$ cat src/rtl/sprite_ram_pkg.sv
// Shared constants and FSM state type for the sprite RAM controller.
//   DFLT_ADDR_W / DFLT_DATA_W : default RAM geometry (1K x 16)
//   SPRITE_W x SPRITE_H       : sprite bitmap size, DFLT_SPRITE_PIXELS words
package sprite_ram_pkg;

  localparam int unsigned DFLT_ADDR_W        = 10;
  localparam int unsigned DFLT_DATA_W        = 16;
  localparam int unsigned SPRITE_W           = 20;
  localparam int unsigned SPRITE_H           = 40;
  localparam int unsigned DFLT_SPRITE_PIXELS = SPRITE_W * SPRITE_H;

  typedef enum logic [1:0] {
    IDLE  = 2'd0,
    LOAD  = 2'd1,
    DRAIN = 2'd2,
    DONE  = 2'd3
  } load_state_e;

endpackage

$ cat src/rtl/rr_arbiter2.sv
// Two-way round-robin arbiter with combinational grant.
//   clk, reset : clock, async active-high reset
//   req[1:0]   : requests
//   en         : grant enable; gnt is zero when low
//   gnt[1:0]   : one-hot or zero grant
// The pointer moves past whichever requester was granted, so the other
// side wins the next tie. After reset a tie goes to req[0].
module rr_arbiter2 (
  input  logic       clk,
  input  logic       reset,
  input  logic [1:0] req,
  input  logic       en,
  output logic [1:0] gnt
);

  logic ptr_q;
  logic ptr_d;

  // Grant selection: single requester always wins, ties follow the pointer
  always_comb begin
    gnt = 2'b00;
    if (en) begin
      if (req == 2'b11) begin
        gnt = ptr_q ? 2'b10 : 2'b01;
      end else begin
        gnt = req;
      end
    end
  end

  // Pointer update on any grant
  always_comb begin
    ptr_d = ptr_q;
    if (gnt[0]) begin
      ptr_d = 1'b1;
    end else if (gnt[1]) begin
      ptr_d = 1'b0;
    end
  end

  always_ff @(posedge clk or posedge reset) begin
    if (reset) begin
      ptr_q <= 1'b0;
    end else begin
      ptr_q <= ptr_d;
    end
  end

endmodule

$ cat src/rtl/sprite_ram_arbiter.sv
// Sprite RAM controller: sequences a full sprite load from an init source
// into the RAM, and between loads shares the RAM read port round-robin
// between two readers (sprite plotter, collision checker).
// Ports:
//   clk, reset            : clock, async active-high reset
//   start_load            : request a (re)load, honoured only in IDLE
//   src_addr / src_data   : init source address out, data in one cycle later
//   reqN / addrN / gntN   : read request, address, combinational grant
//   rvalidN / rdata       : read strobe two cycles after grant, data from ram_q
//   ram_addr/ram_wdata/ram_wren/ram_q : registered RAM port and RAM output
//   load_busy, load_done, sprite_valid : load status
// Build option: define SPRITE_AUTOLOAD_EN to start a load automatically in
// the first cycle after reset is released.
module sprite_ram_arbiter
  import sprite_ram_pkg::*;
#(
  parameter int unsigned ADDR_W        = DFLT_ADDR_W,
  parameter int unsigned DATA_W        = DFLT_DATA_W,
  parameter int unsigned SPRITE_PIXELS = DFLT_SPRITE_PIXELS
) (
  input  logic              clk,
  input  logic              reset,
  input  logic              start_load,
  output logic [ADDR_W-1:0] src_addr,
  input  logic [DATA_W-1:0] src_data,
  input  logic              req0,
  input  logic              req1,
  input  logic [ADDR_W-1:0] addr0,
  input  logic [ADDR_W-1:0] addr1,
  output logic              gnt0,
  output logic              gnt1,
  output logic              rvalid0,
  output logic              rvalid1,
  output logic [DATA_W-1:0] rdata,
  output logic [ADDR_W-1:0] ram_addr,
  output logic [DATA_W-1:0] ram_wdata,
  output logic              ram_wren,
  input  logic [DATA_W-1:0] ram_q,
  output logic              load_busy,
  output logic              load_done,
  output logic              sprite_valid
);

  localparam logic [ADDR_W-1:0] LAST_ADDR = ADDR_W'(SPRITE_PIXELS - 1);

  load_state_e       state_q, state_d;
  logic [ADDR_W-1:0] cnt_q, cnt_d;
  logic              wr_pend_q;
  logic [ADDR_W-1:0] wr_addr_q;
  logic [ADDR_W-1:0] ram_addr_q;
  logic [DATA_W-1:0] ram_wdata_q;
  logic              ram_wren_q;
  logic [1:0]        rv1_q, rv2_q;
  logic              load_busy_q, load_done_q, sprite_valid_q;
  logic              start_c;
  logic              arb_en_c;
  logic [1:0]        gnt_c;

`ifdef SPRITE_AUTOLOAD_EN
  // Set by reset, cleared by the first clock: acts as a one-shot start_load
  logic auto_q;
  always_ff @(posedge clk or posedge reset) begin
    if (reset) begin
      auto_q <= 1'b1;
    end else begin
      auto_q <= 1'b0;
    end
  end
  assign start_c = start_load | auto_q;
`else
  assign start_c = start_load;
`endif

  // Reads are served only in IDLE, and a load request wins that cycle
  assign arb_en_c = (state_q == IDLE) && !start_c && !reset;

  rr_arbiter2 u_arb (
    .clk   (clk),
    .reset (reset),
    .req   ({req1, req0}),
    .en    (arb_en_c),
    .gnt   (gnt_c)
  );

  // Next-state and load counter
  always_comb begin
    state_d = state_q;
    cnt_d   = cnt_q;
    case (state_q)
      IDLE: begin
        if (start_c) begin
          state_d = LOAD;
          cnt_d   = '0;
        end
      end
      LOAD: begin
        if (cnt_q == LAST_ADDR) begin
          state_d = DRAIN;
          cnt_d   = '0;
        end else begin
          cnt_d = cnt_q + ADDR_W'(1);
        end
      end
      DRAIN:   state_d = DONE;
      DONE:    state_d = IDLE;
      default: state_d = IDLE;
    endcase
  end

  // State, write pipeline, read port and status registers
  always_ff @(posedge clk or posedge reset) begin
    if (reset) begin
      state_q        <= IDLE;
      cnt_q          <= '0;
      wr_pend_q      <= 1'b0;
      wr_addr_q      <= '0;
      ram_addr_q     <= '0;
      ram_wdata_q    <= '0;
      ram_wren_q     <= 1'b0;
      rv1_q          <= 2'b00;
      rv2_q          <= 2'b00;
      load_busy_q    <= 1'b0;
      load_done_q    <= 1'b0;
      sprite_valid_q <= 1'b0;
    end else begin
      state_q   <= state_d;
      cnt_q     <= cnt_d;
      // src_addr issued this cycle returns data next cycle
      wr_pend_q <= (state_q == LOAD);
      wr_addr_q <= cnt_q;
      // Writes and grants never overlap: writes only follow LOAD cycles
      if (wr_pend_q) begin
        ram_addr_q  <= wr_addr_q;
        ram_wdata_q <= src_data;
        ram_wren_q  <= 1'b1;
      end else begin
        ram_wren_q <= 1'b0;
        if (gnt_c[0]) begin
          ram_addr_q <= addr0;
        end else if (gnt_c[1]) begin
          ram_addr_q <= addr1;
        end
      end
      rv1_q       <= gnt_c;
      rv2_q       <= rv1_q;
      load_busy_q <= (state_d != IDLE);
      load_done_q <= (state_q == DONE);
      if ((state_q == IDLE) && start_c) begin
        sprite_valid_q <= 1'b0;
      end else if (state_q == DONE) begin
        sprite_valid_q <= 1'b1;
      end
    end
  end

  assign src_addr     = cnt_q;
  assign gnt0         = gnt_c[0];
  assign gnt1         = gnt_c[1];
  assign rvalid0      = rv2_q[0];
  assign rvalid1      = rv2_q[1];
  assign rdata        = ram_q;
  assign ram_addr     = ram_addr_q;
  assign ram_wdata    = ram_wdata_q;
  assign ram_wren     = ram_wren_q;
  assign load_busy    = load_busy_q;
  assign load_done    = load_done_q;
  assign sprite_valid = sprite_valid_q;

endmodule

$ cat config.mk
export PLATFORM = sky130hd
export DESIGN_NAME = sprite_ram_arbiter
export DESIGN_NICKNAME = d
export VERILOG_FILES = /design/src/rtl/sprite_ram_pkg.sv /design/src/rtl/rr_arbiter2.sv /design/src/rtl/sprite_ram_arbiter.sv
export SDC_FILE = /design/constraint.sdc
export NUM_CORES = 1
export LEC_CHECK = 0
export BUFFER_PORTS_ARGS = -buffer_cell sky130_fd_sc_hd__buf_2
export CORE_ASPECT_RATIO = 1.25
export CORE_MARGIN = 5
export CORE_UTILIZATION = 30
export CTS_BUF_LIST = sky130_fd_sc_hd__clkbuf_8
export CTS_CLUSTER_DIAMETER = 80
export CTS_CLUSTER_SIZE = 10
export DETAILED_ROUTE_END_ITERATION = 12
export PLACE_DENSITY = 0.68
export SYNTH_ARGS = -nofsm -noshare
export SYNTH_HDL_FRONTEND = slang
export SYNTH_HIERARCHICAL = 1
export SYNTH_SLANG_ARGS = --single-unit
$ cat constraint.sdc
create_clock -name clk -period 4.5 [get_ports clk]
set_input_delay 0.225 -clock clk [delete_from_list [all_inputs] [get_ports clk]]
set_output_delay 0.225 -clock clk [all_outputs]
set_load 0.02 [all_outputs]
==> impl_metrics.yaml, run 1 <==
detailed_routing:
  first_pass_iters: 4
  dr.first_iter.drc_count: 89
  drc: 0
  viasPerCell: 4.75
  vias: 1870
  wire_per_inst_microns: 14.1
  routed_wl_microns: 5570
  ant_nets: 0
logic_synthesis:
  synth_seq_cells: 58
  synth-edff-count: 0
  ys.flop_type: "dfrtp_1"
  yosysTopAreaCellShare_pct: 57.8
  netlist_area_sq_um: 2510
  synth.area.top_cells: "dfrtp_1 (58%), mux2_2 (7.2%), buf_4 (5.1%), mux2i_1 (4.0%), o21ai_0 (3.6%)"
  seq_area_frac_synth_pct: 57.8
  yosys.area.top_type: "dfrtp_1"
  synth_nets: 281
  syn_inst: 223
  yosysWarnings: 6
  async_flop_share_pct: 100
  avgSynthCellArea_sq_um: 11.3
  synth_cell_type_count: 37
min_path:
  min_path_cells: 2
  hold_end: "ram_wdata[13]"
  hold_path.startpoint: "src_data[13]"
  hold_path_class: "in -> reg"
sta:
  clock-skew-final_ns: 0.00515
  finalSetupViolCount: 0
  finalCritPeriodShare_pct: 59.0
  min_period_ns: 2.66
  max_slew_margin_pct: 37.4
  fin_setup_tns_ns: 0
  final_max_slew_viol_count: 0
  max_freq_mhz: 376
  hold_viol_final: 0
  rsz0062_at_grt: "false"
  worstMarginPinSlew_ns: 0.934
  fin_ws_ns: 1.84
grt:
  first_global_vias: 1972
  grt-ovfl-total: 0
  antenna_found_initial: 0
  grt_max_degree: 39
  track_usage_pct: 11.5
  grt_pass1_wl_microns: 9250
layout:
  drive_gt1_share_pct: 42.1
  layout_common_cells: "buf_2 (84), dfrtp_1 (58), nand2_1 (21), o21ai_0 (18), mux2_2 (16)"
  final_area_sq_um: 3090
  final_common_cell: "buf_2"
  nets: 351
  diodes: 0
  syn_to_final_growth_pct: 23.1
job:
  cap_violations: 0
placed_design:
  place_ws_ns: 2.02
  placed_area_sq_um: 2890
  place_congestion: 0.771
  port_buffers: 84
  hpwl_microns: 4210
floorplanning:
  io_pins: 117
  design.core.area_sq_um: 8190
  initial_core_util_pct: 30.6
  die_w_microns: 91.8
  num_rows: 37
  die_h_microns: 112
  die-area_sq_um: 10300
clock_tree:
  root_buffer: "clkbuf_8"
  htree_num_levels: 3
  clockBufferDepth: 2
  cts_buffers: 9
  postCtsSetupRepairBufs: 0
  clock-sinks: 58
  clk_pin_slew_ns: 0.06
  cts_tree: "done"
  hold_buffers: 1
  cts_resized: 0
  clock_latency_ns: 0.33
setup_path:
  max_stage_delay_ns: 0.68
  critPathKind: "in -> out"
  crit_path_top_delay_cell: "a21oi_2"
  cp.required_ns: 4.28
  critPathArrivalTime_ns: 2.43
  critPathTopFamily: "buffers and inverters"
  setup.worst_path.start_class: "primary input"
  cpMostUsedCell: "buf_2"
  timing.rr.end: "ram_addr[7]"
  path_cells: "dlygate4sd3_1 > buf_2 > nor4_1 > nand2_1 > a21oi_2 > buf_2"
  rr_worst_depth: 6
  reg2reg_from: "state_q[0]"
  rrSetupSlack_ns: 1.99
  path_buf_inv: 3
  crit_fanout: 13
  crit_path_end_kind: "output port"
power_and_ir_drop:
  vdd_drop_max_mv: 0.0920
  p_leak_nw: 1.38
  power.total_mw: 1.03
  cellPowerDensity_nw_per_um2: 334
status:
  outcome: "finished clean"
registers in the layout, summed over array words and instances (netlist names):
name and count:
load_busy 1, load_done 1, ram_addr 10, ram_wdata 16, ram_wren 1, rv1_q 2, rv2_q 2, sprite_valid 1
src_addr 10, state_q 2, u_arb/ptr_q 1, wr_addr_q 10, wr_pend_q 1
Yosys cell counts, types with 2 or more instances:
master     n
buf_2      5
dfrtp_1   58
a31oi_1    2
a21oi_1   14
nor2_1    15
mux2_2    16
inv_1      7
nand3_1    6
mux2i_1   10
nand2_1   21
nor3_1     4
clkbuf_1   3
buf_4     17
a22o_1     2
o21ai_0   18
nand4_1    4
routing by layer:
| layer | vias to the layer above | track usage, % | part of all wire, % |
|---|---|---|---|
| li1 | 900 | - | - |
| met1 | 894 | 11.6 | 36 |
| met2 | 61 | 19.2 | 52 |
| met3 | 15 | 4.69 | 8.5 |
| met4 | 0 | 8.03 | 3.3 |
| met5 | - | 0 | 0 |
report_power, final:
group	leakage, nW	internal, mW	switching [mW]	total (mW)
clock network	0.101	0.255	0.187	0.441
logic	0.629	0.0253	0.0320	0.0573
registers	0.645	0.529	0.00327	0.532
cell families (layout without fill, tap and decap cells):
kind of cell	Yosys count	after routing	share of synthesized area [%]
compound gates	45	45	10.8
xor+xnor	1	1	0.349
fa+ha+maj	1	1	0.498
buf+inv	35	109	8.37
flops	58	58	57.8
mux	26	26	11.2
simple gates	57	57	11.0
layout make-up:
type                    count  area (sq um)
clock inverters             2          10.0
fillers                   792          5100
multi-input cells         130           857
inverters                   7          26.3
clock buffers              13           179
well taps                  97           121
repair buffers             87           445
flip-flops and latches     58          1450
how the worst max path moves through the flow:
stage                       end  startpoint  cells past startpoint
global placement    ram_addr[3]  state_q[0]                      6
CTS                        gnt0       reset                      6
detailed placement  ram_addr[2]  state_q[0]                      6
finish                     gnt0       reset                      6
global route               gnt0  state_q[0]                      4
floorplan           ram_addr[0]  state_q[0]                     10
worst reg2reg max path, cell delays in order (launching register included):
cell and delay, ns:
dfrtp_1 0.44, nor4_1 0.48, nand2_1 0.18, a21oi_2 0.68, nor3_2 0.33, nand2_1 0.15
o21ai_0 0.09
stage by stage:
| stage | hold slack, ns | util (%) | cells |
|---|---|---|---|
| after floorplan | -0.0463 | - | 223 |
| after global placement | 0.0963 | 35.3 | 378 |
| after detailed placement | 0.105 | 35.3 | 378 |
| after CTS | 0.112 | 37.7 | 394 |
| after global routing | 0.117 | 37.7 | 394 |
| final | 0.133 | 37.7 | 394 |
Note: power is estimated with default switching activity, not from simulation.
==> run 2: changes to the inputs <==
--- a/config.mk
+++ b/config.mk
@@ -13,7 +13,7 @@
 export CTS_CLUSTER_DIAMETER = 80
 export CTS_CLUSTER_SIZE = 10
 export DETAILED_ROUTE_END_ITERATION = 12
-export PLACE_DENSITY = 0.68
+export PLACE_DENSITY = 0.7
 export SYNTH_ARGS = -nofsm -noshare
 export SYNTH_HDL_FRONTEND = slang
 export SYNTH_HIERARCHICAL = 1
==> constraint.sdc (replaced) <==
create_clock -name clk -period 2.4 [get_ports clk]
set_input_delay 0.12 -clock clk [delete_from_list [all_inputs] [get_ports clk]]
set_output_delay 0.12 -clock clk [all_outputs]
set_load 0.02 [all_outputs]
==> run 2 against run 1 <==
Sequential power rose by 88%. Largest cell class unchanged. Non-clock buffer count rose by 3. Worst setup slack got worse by 1.5 ns. Combinational power rose by 88%. Design area rose by 2.0%. Utilization rose by 0.75 points. Global-route usage fell by 0.59 points. Clock skew rose by 0.0010 ns.
==> impl_metrics.yaml, run 2 (same netlist as run 1, synthesis figures left out) <==
clock_tree:
  clock-sinks: 58
  cts_tree: "done"
  clk_pin_slew_ns: 0.07
  clockBufferDepth: 2
  htree_num_levels: 3
  clock_latency_ns: 0.33
  cts_buffers: 9
  root_buffer: "clkbuf_8"
layout:
  largest_reg_flops: 16
  drive_gt1_share_pct: 42.5
  diodes: 0
  final_common_cell: "buf_2"
  stdcell_count: 398
  syn_to_final_growth_pct: 25.6
  layout_common_cells: "buf_2 (84), dfrtp_1 (58), nand2_1 (21), o21ai_0 (18), mux2_2 (16)"
  nets: 354
setup_path:
  setup.worst_path.start_class: "flip-flop"
  crit_cells: 6
  timing.rr.end: "ram_addr[6]"
  cp.required_ns: 2.56
  critPathTopFamily: "simple AND/OR/NAND/NOR gates"
  crit_path_top_delay_cell: "nor3_2"
  crit_end: "ram_addr[6]"
  reg2reg_from: "state_q[0]"
  startpoint: "state_q[0]"
  max_stage_delay_ns: 0.75
  rrSetupSlack_ns: 0.33
  rr_worst_depth: 6
  critPathArrivalTime_ns: 2.23
  critPathKind: "reg -> reg"
  crit_path_end_kind: "flip-flop"
  path_buf_inv: 1
  path_cells: "nor4_2 > nand2_1 > a21oi_2 > buf_4 > nor3_2 > o21ai_0"
  crit_fanout: 20
floorplanning:
  initial_core_util_pct: 30.6
  die_h_microns: 112
  die_w_microns: 91.8
  io_pins: 117
  num_rows: 37
  die-area_sq_um: 10300
  design.core.area_sq_um: 8190
detailed_routing:
  ant_nets: 0
  viasPerCell: 4.61
  first_pass_iters: 4
  vias: 1835
  drc: 0
  routed_wl_microns: 5380
  dr.first_iter.drc_count: 158
  wire_per_inst_microns: 13.5
sta:
  max_freq_mhz: 483
  final_max_slew_viol_count: 0
  finalSetupViolCount: 0
  min_period_ns: 2.07
  fin_setup_tns_ns: 0
  rsz0062_at_grt: "false"
  fin_ws_ns: 0.330
  worstMarginPinSlew_ns: 0.918
  finalCritPeriodShare_pct: 86.3
  hold_viol_final: 0
  whs_ns: 0.0196
  max_slew_margin_pct: 38.5
  clock-skew-final_ns: 0.00617
power_and_ir_drop:
  power.total_mw: 2.07
  p_leak_nw: 1.40
  cellPowerDensity_nw_per_um2: 658
  vdd_drop_max_mv: 0.312
grt:
  antenna_found_initial: 0
  track_usage_pct: 10.9
  first_global_vias: 1919
  grt-ovfl-total: 0
  grt_pass1_wl_microns: 8960
  grt_max_degree: 38
status:
  outcome: "finished clean"
placed_design:
  port_buffers: 84
  place_ws_ns: 0.308
  hpwl_microns: 4050
  placedCellCount: 380
  place_congestion: 0.819
min_path:
  hold_path_class: "in -> reg"
job:
  cap_violations: 0
==> run 2: worst min-delay path by stage <==
stage / end / from / depth (start not counted) / slack, ns
finish: ram_wdata[6] / src_data[6] / 2 / 0.02
global placement: u_arb/ptr_q / reset / 2 / -0.01
CTS: ram_wdata[14] / src_data[14] / 2 / 0.0002
global route: ram_wdata[14] / src_data[14] / 2 / 0.0001
detailed placement: u_arb/ptr_q / reset / 2 / -0.006
floorplan: u_arb/ptr_q / reset / 1 / -0.15
==> run 2: stage by stage <==
stage               utilization (%)  area (sq um)
finish                         38.5          3150
global route                   38.5          3150
CTS                            38.4          3150
detailed placement             35.5          2910
global placement               35.5          2910
floorplan                         -          2510
==> run 2: worst reg2reg max path, cell delays in order, from the launching register on <==
cell and delay, ns:
dfrtp_1 0.47, nor4_2 0.10, nand2_1 0.13, a21oi_2 0.04
buf_4 0.20, nor3_2 0.75, o21ai_0 0.22
==> run 2: layout make-up <==
type	count	area [sq um]
clock buffers	10	138
clock inverters	6	81.3
fillers	773	5040
inverters	7	26.3
multi-input cells	130	863
flip-flops and latches	58	1450
well taps	97	121
repair buffers	90	470
==> run 2: layer usage <==
metal | global-route usage, % | part of all wire, %
met5 | 0 | 0
met4 | 5.05 | 2.1
met3 | 4.76 | 9.0
met2 | 19.5 | 52
met1 | 10.8 | 37
==> run 2: repair_timing <==
| action | 4_1_cts | 5_1_grt |
|---|---|---|
| hold buffers | 2 | 0 |
| gates resized for setup | 0 | 1 |
| hold endpoints to repair | 16 | 0 |
| buffers inserted | 0 | 0 |
| setup endpoints to repair | 0 | 5 |
==> run 2: report_power, final <==
part,internal [mW],switching (mW),total [mW]
clock network,0.605,0.363,0.968
registers,0.992,0.00631,0.998
logic,0.0495,0.0587,0.108
total,1.65,0.429,2.07
==> run 3: changes to the inputs <==
--- a/config.mk
+++ b/config.mk
@@ -13,7 +13,7 @@
 export CTS_CLUSTER_DIAMETER = 80
 export CTS_CLUSTER_SIZE = 10
 export DETAILED_ROUTE_END_ITERATION = 12
-export PLACE_DENSITY = 0.7
+export PLACE_DENSITY = 0.68
 export SYNTH_ARGS = -nofsm -noshare
 export SYNTH_HDL_FRONTEND = slang
 export SYNTH_HIERARCHICAL = 1
==> constraint.sdc (replaced) <==
create_clock -name clk -period 2.56 [get_ports clk]
set_input_delay 0.256 -clock clk [delete_from_list [all_inputs] [get_ports clk]]
set_output_delay 0.256 -clock clk [all_outputs]
set_load 0.02 [all_outputs]
==> run 3 against run 2 <==
Sequential power is 6.3% lower. Total power fell by 17%. Sequential cell count did not move. Clock-buffer cell count unchanged. Highest routed layer unchanged.
==> impl_metrics.yaml, run 3 (same netlist as run 1, synthesis figures left out) <==
detailed_routing:
  ant_nets: 0
  dr.first_iter.drc_count: 135
  viasPerCell: 4.71
  routed_wl_microns: 5530
  first_pass_iters: 5
  drc: 0
  wire_per_inst_microns: 13.9
  vias: 1869
power_and_ir_drop:
  p_leak_nw: 1.38
  cellPowerDensity_nw_per_um2: 559
  vdd_drop_max_mv: 0.196
  power.total_mw: 1.72
job:
  cap_violations: 0
floorplanning:
  die-area_sq_um: 10300
  num_rows: 37
  design.core.area_sq_um: 8190
  die_w_microns: 91.8
  io_pins: 117
  die_h_microns: 112
  initial_core_util_pct: 30.6
grt:
  antenna_found_initial: 0
  track_usage_pct: 11.1
  grt_pass1_wl_microns: 9130
  grt_max_degree: 38
  first_global_vias: 1930
  grt-ovfl-total: 0
placed_design:
  hpwl_microns: 4170
  port_buffers: 84
  place_congestion: 0.786
clock_tree:
  htree_num_levels: 3
  cts_tree: "done"
  clk_pin_slew_ns: 0.06
  clock-sinks: 58
  hold_buffers: 1
  cts_buffers: 9
  clock_latency_ns: 0.32
  clockBufferDepth: 2
  root_buffer: "clkbuf_8"
  cts_resized: 0
  postCtsSetupRepairBufs: 0
min_path:
  hold_path.startpoint: "src_data[6]"
  hold_path_class: "in -> reg"
  hold_end: "ram_wdata[6]"
  min_path_cells: 2
setup_path:
  rr_worst_depth: 8
  setup.worst_path.start_class: "primary input"
  timing.rr.end: "ram_addr[0]"
  cp.required_ns: 2.30
  rrSetupSlack_ns: 0.44
  crit_path_end_kind: "output port"
  critPathArrivalTime_ns: 2.01
  critPathKind: "in -> out"
  crit_fanout: 13
  reg2reg_from: "state_q[0]"
layout:
  drive_gt1_share_pct: 41.7
  final-seq-area_sq_um: 1450
  largest_reg_flops: 16
  fin_util_pct: 37.6
  multi_input_area_sq_um: 857
  syn_to_final_growth_pct: 22.7
  layout_common_cells: "buf_2 (84), dfrtp_1 (58), nand2_1 (21), o21ai_0 (18), mux2_2 (16)"
  fill_cells: 797
  diodes: 0
  nets: 353
  final_common_cell: "buf_2"
status:
  outcome: "finished clean"
sta:
  rsz0062_at_grt: "false"
  worstMarginPinSlew_ns: 0.913
  hold_viol_final: 0
  finalSetupViolCount: 0
  finalCritPeriodShare_pct: 88.5
  max_slew_margin_pct: 38.8
  max_freq_mhz: 441
  final_max_slew_viol_count: 0
  fin_setup_tns_ns: 0
  min_period_ns: 2.27
  clock-skew-final_ns: 0.00457
==> run 3: area by class of cell <==
class,instances,share of cell area (%)
Inverter,7,0.853
Timing Repair Buffer,89,14.9
Multi-Input combinational cell,130,27.8
Clock buffer,10,4.47
Tap cell,97,3.94
Sequential cell,58,47.1
Clock inverter,6,0.853
==> run 3: where the power goes <==
part | switching, mW | leakage [nW] | internal, mW | total [mW]
Sequential | 0.00557 | 0.645 | 0.930 | 0.935
Clock | 0.325 | 0.0996 | 0.361 | 0.686
Combinational | 0.0550 | 0.640 | 0.0454 | 0.100
Total | 0.385 | 1.38 | 1.34 | 1.72
==> run 3: how the worst max path moves through the flow <==
stage,startpoint,endpoint,cells past startpoint,slack (ns)
floorplan,state_q[0],ram_addr[0],10,0.49
global placement,state_q[0],ram_addr[1],8,0.50
detailed placement,state_q[0],ram_addr[0],8,0.46
CTS,reset,gnt0,7,0.29
global route,reset,gnt0,7,0.1
finish,reset,gnt0,7,0.29
==> run 3: critical path, stage by stage <==
cell and delay (ns):
dlygate4sd3_1 0.54, buf_2 0.14, nor4_1 0.32, nand2_1 0.17, a21oi_2 0.12, buf_4 0.24
buf_2 0.21
==> run 3: per-stage QoR <==
stage / cell area [sq um] / cells / worst slack, ns / hold slack (ns)
6_report: 3080 / 397 / 0.295 / 0.164
5_1_grt: 3080 / 397 / 0.0968 / 0.144
4_1_cts: 3080 / 397 / 0.288 / 0.143
3_5_place_dp: 2910 / 380 / 0.459 / 0.126
3_3_place_gp: 2910 / 380 / 0.503 / 0.127
2_1_floorplan: 2510 / 223 / 0.492 / -0.0153
==> run 3: per-layer routing <==
layer	wire length [microns]	track usage, %	share of wire, %	up-vias
met5	0	0	0	-
met4	125	5.55	2.3	0
met3	454	4.76	8.2	8
met2	2870	19.6	52	63
met1	2080	11.2	38	902
li1	-	-	-	896
